`src/rtl/dmem_arb_pkg.sv`:
```
// ---------------------------------------------------------------------------
// dmem_arb_pkg
// Shared definitions for the data-memory arbiter slice.
//   ADDR_W / DATA_W : default word-address and data widths
//   NUM_REQ         : number of requesters (0 = core, 1 = loader)
//   req_id_t        : requester index type
//   arb_state_t     : arbiter FSM states (free, or locked to one requester)
//   id_to_onehot    : converts a requester index into a one-hot vector
// ---------------------------------------------------------------------------
package dmem_arb_pkg;

    localparam int ADDR_W  = 32;
    localparam int DATA_W  = 32;
    localparam int NUM_REQ = 2;

    typedef logic [$clog2(NUM_REQ)-1:0] req_id_t;

    typedef enum logic [1:0] {
        ARB_FREE  = 2'd0,
        ARB_LOCK0 = 2'd1,
        ARB_LOCK1 = 2'd2
    } arb_state_t;

    function automatic logic [NUM_REQ-1:0] id_to_onehot(input req_id_t id);
        return (id == 1'b1) ? 2'b10 : 2'b01;
    endfunction

endpackage

```
`src/rtl/dmem_arbiter_rr.sv`:
```
// ---------------------------------------------------------------------------
// rr_arbiter
// Two-way round-robin tie-break used while the bus is not locked.
//   req     (in)  : request vector, bit 0 = core, bit 1 = loader
//   rr_last (in)  : id of the requester that made the most recent transfer
//   pick    (out) : one-hot winner, or zero when nobody requests
// ---------------------------------------------------------------------------
module rr_arbiter
    import dmem_arb_pkg::*;
(
    input  logic       [1:0] req,
    input  logic             rr_last,
    output logic       [1:0] pick
);

    // A lone request always wins; on a tie the requester that did not
    // transfer last time gets the bus.
    always_comb begin
        pick = 2'b00;
        unique case (req)
            2'b01:   pick = 2'b01;
            2'b10:   pick = 2'b10;
            2'b11:   pick = id_to_onehot(~rr_last);
            default: pick = 2'b00;
        endcase
    end

endmodule

```
`src/rtl/dmem_arbiter.sv`:
```
// ---------------------------------------------------------------------------
// dmem_arbiter
// Shares one single-port data memory between the core (requester 0) and
// the loader (requester 1). Grants are combinational; a requester may hold
// the bus across transfers with its lock bit. Reads return one cycle later.
//   clk, rst          : clock, asynchronous active-low reset
//   req, lock         : per-requester request and bus-hold request
//   we, addr, wdata   : per-requester byte strobes (0000 = read), word
//                       address and write data, requester 1 in upper half
//   gnt               : one-hot grant; transfer when req[i] & gnt[i]
//   rvalid, rdata     : registered read response, rdata zero when idle
//   m_we, m_addr,
//   m_wdata, m_rdata  : memory port
// ---------------------------------------------------------------------------
module dmem_arbiter #(
    parameter int ADDR_W = dmem_arb_pkg::ADDR_W,
    parameter int DATA_W = dmem_arb_pkg::DATA_W
) (
    input  logic                  clk,
    input  logic                  rst,
    input  logic [1:0]            req,
    input  logic [1:0]            lock,
    input  logic [7:0]            we,
    input  logic [2*ADDR_W-1:0]   addr,
    input  logic [2*DATA_W-1:0]   wdata,
    output logic [1:0]            gnt,
    output logic [1:0]            rvalid,
    output logic [DATA_W-1:0]     rdata,
    output logic [3:0]            m_we,
    output logic [ADDR_W-1:0]     m_addr,
    output logic [DATA_W-1:0]     m_wdata,
    input  logic [DATA_W-1:0]     m_rdata
);

    import dmem_arb_pkg::arb_state_t;
    import dmem_arb_pkg::ARB_FREE;
    import dmem_arb_pkg::ARB_LOCK0;
    import dmem_arb_pkg::ARB_LOCK1;
    import dmem_arb_pkg::req_id_t;
    import dmem_arb_pkg::id_to_onehot;

    arb_state_t state_q;
    req_id_t    rr_last_q;
    logic [1:0] rvalid_q;

    logic [1:0] pick;
    logic [1:0] gnt_d;
    logic [1:0] xfer;
    logic       xfer_any;
    req_id_t    xfer_id;

    rr_arbiter u_rr (
        .req     (req),
        .rr_last (rr_last_q),
        .pick    (pick)
    );

    // Grant depends only on req and registered state, never on m_rdata.
    // While locked, the owner is granted whenever it asks and the other
    // requester is shut out. Reset forces the grant low.
    always_comb begin
        gnt_d = 2'b00;
        unique case (state_q)
            ARB_FREE:  gnt_d = pick;
            ARB_LOCK0: gnt_d = {1'b0, req[0]};
            ARB_LOCK1: gnt_d = {req[1], 1'b0};
            default:   gnt_d = 2'b00;
        endcase
        if (!rst) begin
            gnt_d = 2'b00;
        end
    end

    assign gnt      = gnt_d;
    assign xfer     = req & gnt_d;
    assign xfer_any = |xfer;
    assign xfer_id  = xfer[1];

    // Memory port carries the winner's request, and is quiet otherwise.
    always_comb begin
        m_we    = 4'b0000;
        m_addr  = '0;
        m_wdata = '0;
        if (xfer_any) begin
            if (xfer_id == 1'b1) begin
                m_we    = we[7:4];
                m_addr  = addr[2*ADDR_W-1:ADDR_W];
                m_wdata = wdata[2*DATA_W-1:DATA_W];
            end else begin
                m_we    = we[3:0];
                m_addr  = addr[ADDR_W-1:0];
                m_wdata = wdata[DATA_W-1:0];
            end
        end
    end

    assign rvalid = rvalid_q;
    assign rdata  = (|rvalid_q) ? m_rdata : '0;

    // Arbiter FSM. A lock is taken by transferring with lock set and held
    // until the owner drops its lock bit; the transfer in that same cycle
    // is still granted because the state only changes on the next edge.
    always_ff @(posedge clk or negedge rst) begin
        if (!rst) begin
            state_q   <= ARB_FREE;
            rr_last_q <= 1'b1;
            rvalid_q  <= 2'b00;
        end else begin
            rvalid_q <= 2'b00;
            if (xfer_any) begin
                rr_last_q <= xfer_id;
                if (m_we == 4'b0000) begin
                    rvalid_q <= id_to_onehot(xfer_id);
                end
            end
            unique case (state_q)
                ARB_FREE: begin
                    if (xfer_any && lock[xfer_id]) begin
                        state_q <= (xfer_id == 1'b1) ? ARB_LOCK1 : ARB_LOCK0;
                    end
                end
                ARB_LOCK0: begin
                    if (!lock[0]) begin
                        state_q <= ARB_FREE;
                    end
                end
                ARB_LOCK1: begin
                    if (!lock[1]) begin
                        state_q <= ARB_FREE;
                    end
                end
                default: state_q <= ARB_FREE;
            endcase
        end
    end

endmodule

```
`config.mk`:
```
export PLATFORM = sky130hd
export DESIGN_NAME = dmem_arbiter
export DESIGN_NICKNAME = d
export VERILOG_FILES = /design/src/rtl/dmem_arb_pkg.sv /design/src/rtl/dmem_arbiter_rr.sv /design/src/rtl/dmem_arbiter.sv
export SDC_FILE = /design/constraint.sdc
export NUM_CORES = 1
export LEC_CHECK = 0
export ABC_CLOCK_PERIOD_IN_PS = 1350
export CAP_MARGIN = 0
export CORE_AREA = 2 2 107 109
export CTS_BUF_LIST = sky130_fd_sc_hd__clkbuf_16
export DETAILED_ROUTE_END_ITERATION = 10
export DIE_AREA = 0 0 109 111
export GPL_TIMING_DRIVEN = 1
export PLACE_DENSITY_LB_ADDON = 0.05
export SYNTH_ARGS = -nofsm -noshare
export SYNTH_HDL_FRONTEND = slang
export SYNTH_SLANG_ARGS = --single-unit
```
`constraint.sdc`:
```
create_clock -name clk -period 1.35 [get_ports clk]
set_clock_uncertainty 0.2 [all_clocks]
set_input_delay 0.135 -clock clk [delete_from_list [all_inputs] [get_ports clk]]
set_output_delay 0.135 -clock clk [all_outputs]
set_load 0.05 [all_outputs]
```
==> results <==
-- through the flow --
step / power, W / utilization, % / TNS, ns / cell area, µm² / hold slack, ns
after floorplan: 0.00190 / - / -31.61 / 2880 / -0.361
after global placement: 0.00293 / 51.5 / -50.48 / 5700 / 0.329
after detailed placement: 0.00296 / 51.5 / -52.26 / 5700 / 0.336
after CTS: 0.00399 / 61.9 / -57.84 / 6850 / 0.277
after global routing: 0.00423 / 63.2 / -62.16 / 7000 / 0.202
final: 0.00405 / 63.2 / -56.95 / 7000 / 0.177
-- timing repair --
item                                    in CTS  in global routing
pin swaps                                    4                  4
resized for setup                          174                 47
hold buffers                                 3                  0
hold endpoints to repair                     5                  0
gates cloned                                 9                  2
endpoints found under the setup margin     107                107
buffers inserted                            15                  3
-- report_power, final --
| group | leakage, nW | switching (W) | internal (W) | total [W] |
|---|---|---|---|---|
| Clock | 0.0423 | 0.0000999 | 0.000384 | 0.000484 |
| Combinational | 2.46 | 0.00181 | 0.00159 | 0.00339 |
| Sequential | 0.0620 | 0.00000873 | 0.000168 | 0.000177 |
-- logic make-up after synthesis --
logic type	count (synthesis)	share of synthesized area, %
flops	5	7.43
simple gates	114	38.0
compound gates	143	43.1
buf+inv	44	11.5
-- routing by layer --
| layer | up-vias | share of wire [%] |
|---|---|---|
| li1 | 1727 | - |
| met1 | 1707 | 37 |
| met2 | 155 | 55 |
| met3 | 8 | 7.2 |
| met4 | 0 | 0.92 |
| met5 | - | 0 |
-- synthesized netlist by cell type (all sizes together) --
| library cell | n |
|---|---|
| nand2b | 1 |
| a211oi | 1 |
| nor2 | 2 |
| nand3 | 68 |
| nor4 | 2 |
| nor3b | 1 |
| o21ai | 70 |
| buf | 24 |
| nand3b | 2 |
| or4 | 1 |
| dfrtp | 4 |
| o211a | 1 |
| inv | 4 |
| o22ai | 1 |
| clkbuf | 16 |
| dfstp | 1 |
| nor2b | 34 |
| and3b | 3 |
| a21oi | 70 |
-- worst max path at each step --
stage                             end        from  depth (start not counted)
after floorplan           m_wdata[27]   rr_last_q                          5
after global placement    m_wdata[21]         rst                          6
after detailed placement  m_wdata[24]         rst                          6
after CTS                  m_addr[14]   rr_last_q                          6
after global routing        m_addr[2]  state_q[0]                          6
final                      m_wdata[9]  state_q[0]                          6
-- critical path: cells and delay by family, from the launching register on --
family                 cells  cell delay (ns)
AO/OA/AOI/OAI              1             0.18
buffers and inverters      3             0.47
flip-flops                 1             0.40
AND/OR/NAND/NOR            2             0.45
-- state kept, by name, summed over array words and instances (netlist names) --
register,cells
rvalid,2
state_q,2
rr_last_q,1
-- final cells by class --
class                           instances  area share, %
Tap cell                              143           2.56
Multi-Input combinational cell        257           38.3
Timing Repair Buffer                  336           56.0
Inverter                                4          0.215
Clock inverter                          1         0.0536
Sequential cell                         5           1.84
Clock buffer                            3           1.07
==> impl_results.md <==
- Status: finished, violations left
- Violations in the final reports: setup timing
- Drt wl/cell: 18.1 µm
- Post-layout min period: 2.07 ns
- Total CTS buffers: 3
- Yosys top cell by area: a21oi_1
- Fin crit share: 154%
- CP Capture Type: output pin
- Fin. max-slew vios: 0
- Post-Synthesis Cells: 306
- Core Rows: 39
- DRT Wirelength: 13600 µm
- HP Class: primary input to flop
- VDD IR-drop max: 370 µV
- Worst-path clk slew: 0.03 ns
- Die W: approximately 110 µm
- GR Util All Layers: a little over a fifth
- Setup violators final: 107
- Filler cell count: ~900
- GRT met3 Usage: 3.29%
- Routed Antenna Nets: 0
- Final Hold Fails: 0
- H-tree lvl count: 1
- Cell Pwr Density: roughly 580 nW/µm²
- R2r setup slk: -0.37 ns
- Reg2Reg Depth: 7
- Pre-CTS setup slack: -0.752 ns
- Final std cells w/o fill: 749
- Peak Freq: slightly below 500 MHz
- Vias in the first global route: 3787
- Slew @ Worst Pin: approximately 0.33 ns
- GR peak layer: met2
- CTS tree: yes
- Remaining Overflow, GRT: 0
- Leak: 2.57 nW
- Worst path required time: 1.01 ns
- Initial Utilization: 15.4%
- Syn nets: 480
- Crit Path Category: flop to output pin
- Number of max-cap violations: 0
- Syn. warnings: 0
- Core Box Area: 11100 µm²
- Share of cells above drive strength 1: 54.6%
- Worst skew pair latency: 0.23 ns
- Post-detail-place hpwl: 9280 µm
- Inst Count DP: 719
- Reg-to-reg endpoint: state_q[0]
- Via density: ~4.8
- Final Wtd Congestion: between 0.7 and 0.8
- Root Driver: clkbuf_16
- Port Buffers: approximately 280
- Most common cell after layout, fill and taps aside: clkdlybuf4s50_1
- RR Startpoint: state_q[0]
- Met1 Usage GRT: 24.0%
- Most numerous cell on the critical path: buf_12
- Mapped Area: 1700 µm²
- Hold Path Stages: 4
- Slowest cell delay on critical path: 0.40 ns
- Share of the synthesized area in the top cell type: 20.6%
- ANT cells: 0
- Initial antenna violation count: 0
- Footprint of the multi-input gates: 2680 µm²
- Slowest cell on crit path: dfrtp_1
- Area grow syn2layout: 312%
- Storage element area: 129 µm²
- Slack of the critical path: -0.725 ns
- Crit path cell chain: and3b_2 > buf_12 > buf_12 > nand3_1 > a21oi_4 > buf_6
- M2 GR Usage: between 40% and 50%
- Unique masters post-synth: 26
- Hold EP: rvalid[1]
- Critical Path Fanout Max: 19
- Leading post-synthesis cells by cell area: a21oi_1, nand3_1, o21ai_0
- I/O pins: around 280
- Worst Path Arrival: roughly 1.7 ns
- Total die area: 12100 µm²
- Final net count: 781
- Pre-antenna DRT Iters: 6
- DRT iter0 DRCs: 135
- First-pass GRT wire length: 20400 µm
- Syn_area_per_cell: 5.56 µm²
- # DRC: 0
- Sequential fraction of the synthesis area: around 7.4%
- Die Y: 111 µm
- Min-delay src: req[1]
- Max Root-Sink Buffers: 2
- Synth Register Bits: 5
- Slew HR: 77.7%
- Largest net degree at the start of global routing: 43
- Vias: 3597
- Most frequent cells in the layout: clkdlybuf4s50_1, buf_6, a21oi_4
- RSZ-0062 raised after global routing: true
- Clock sinks: 5
- Setup crit start kind: flop
No activity file was read; power rests on OpenSTA's default activity.
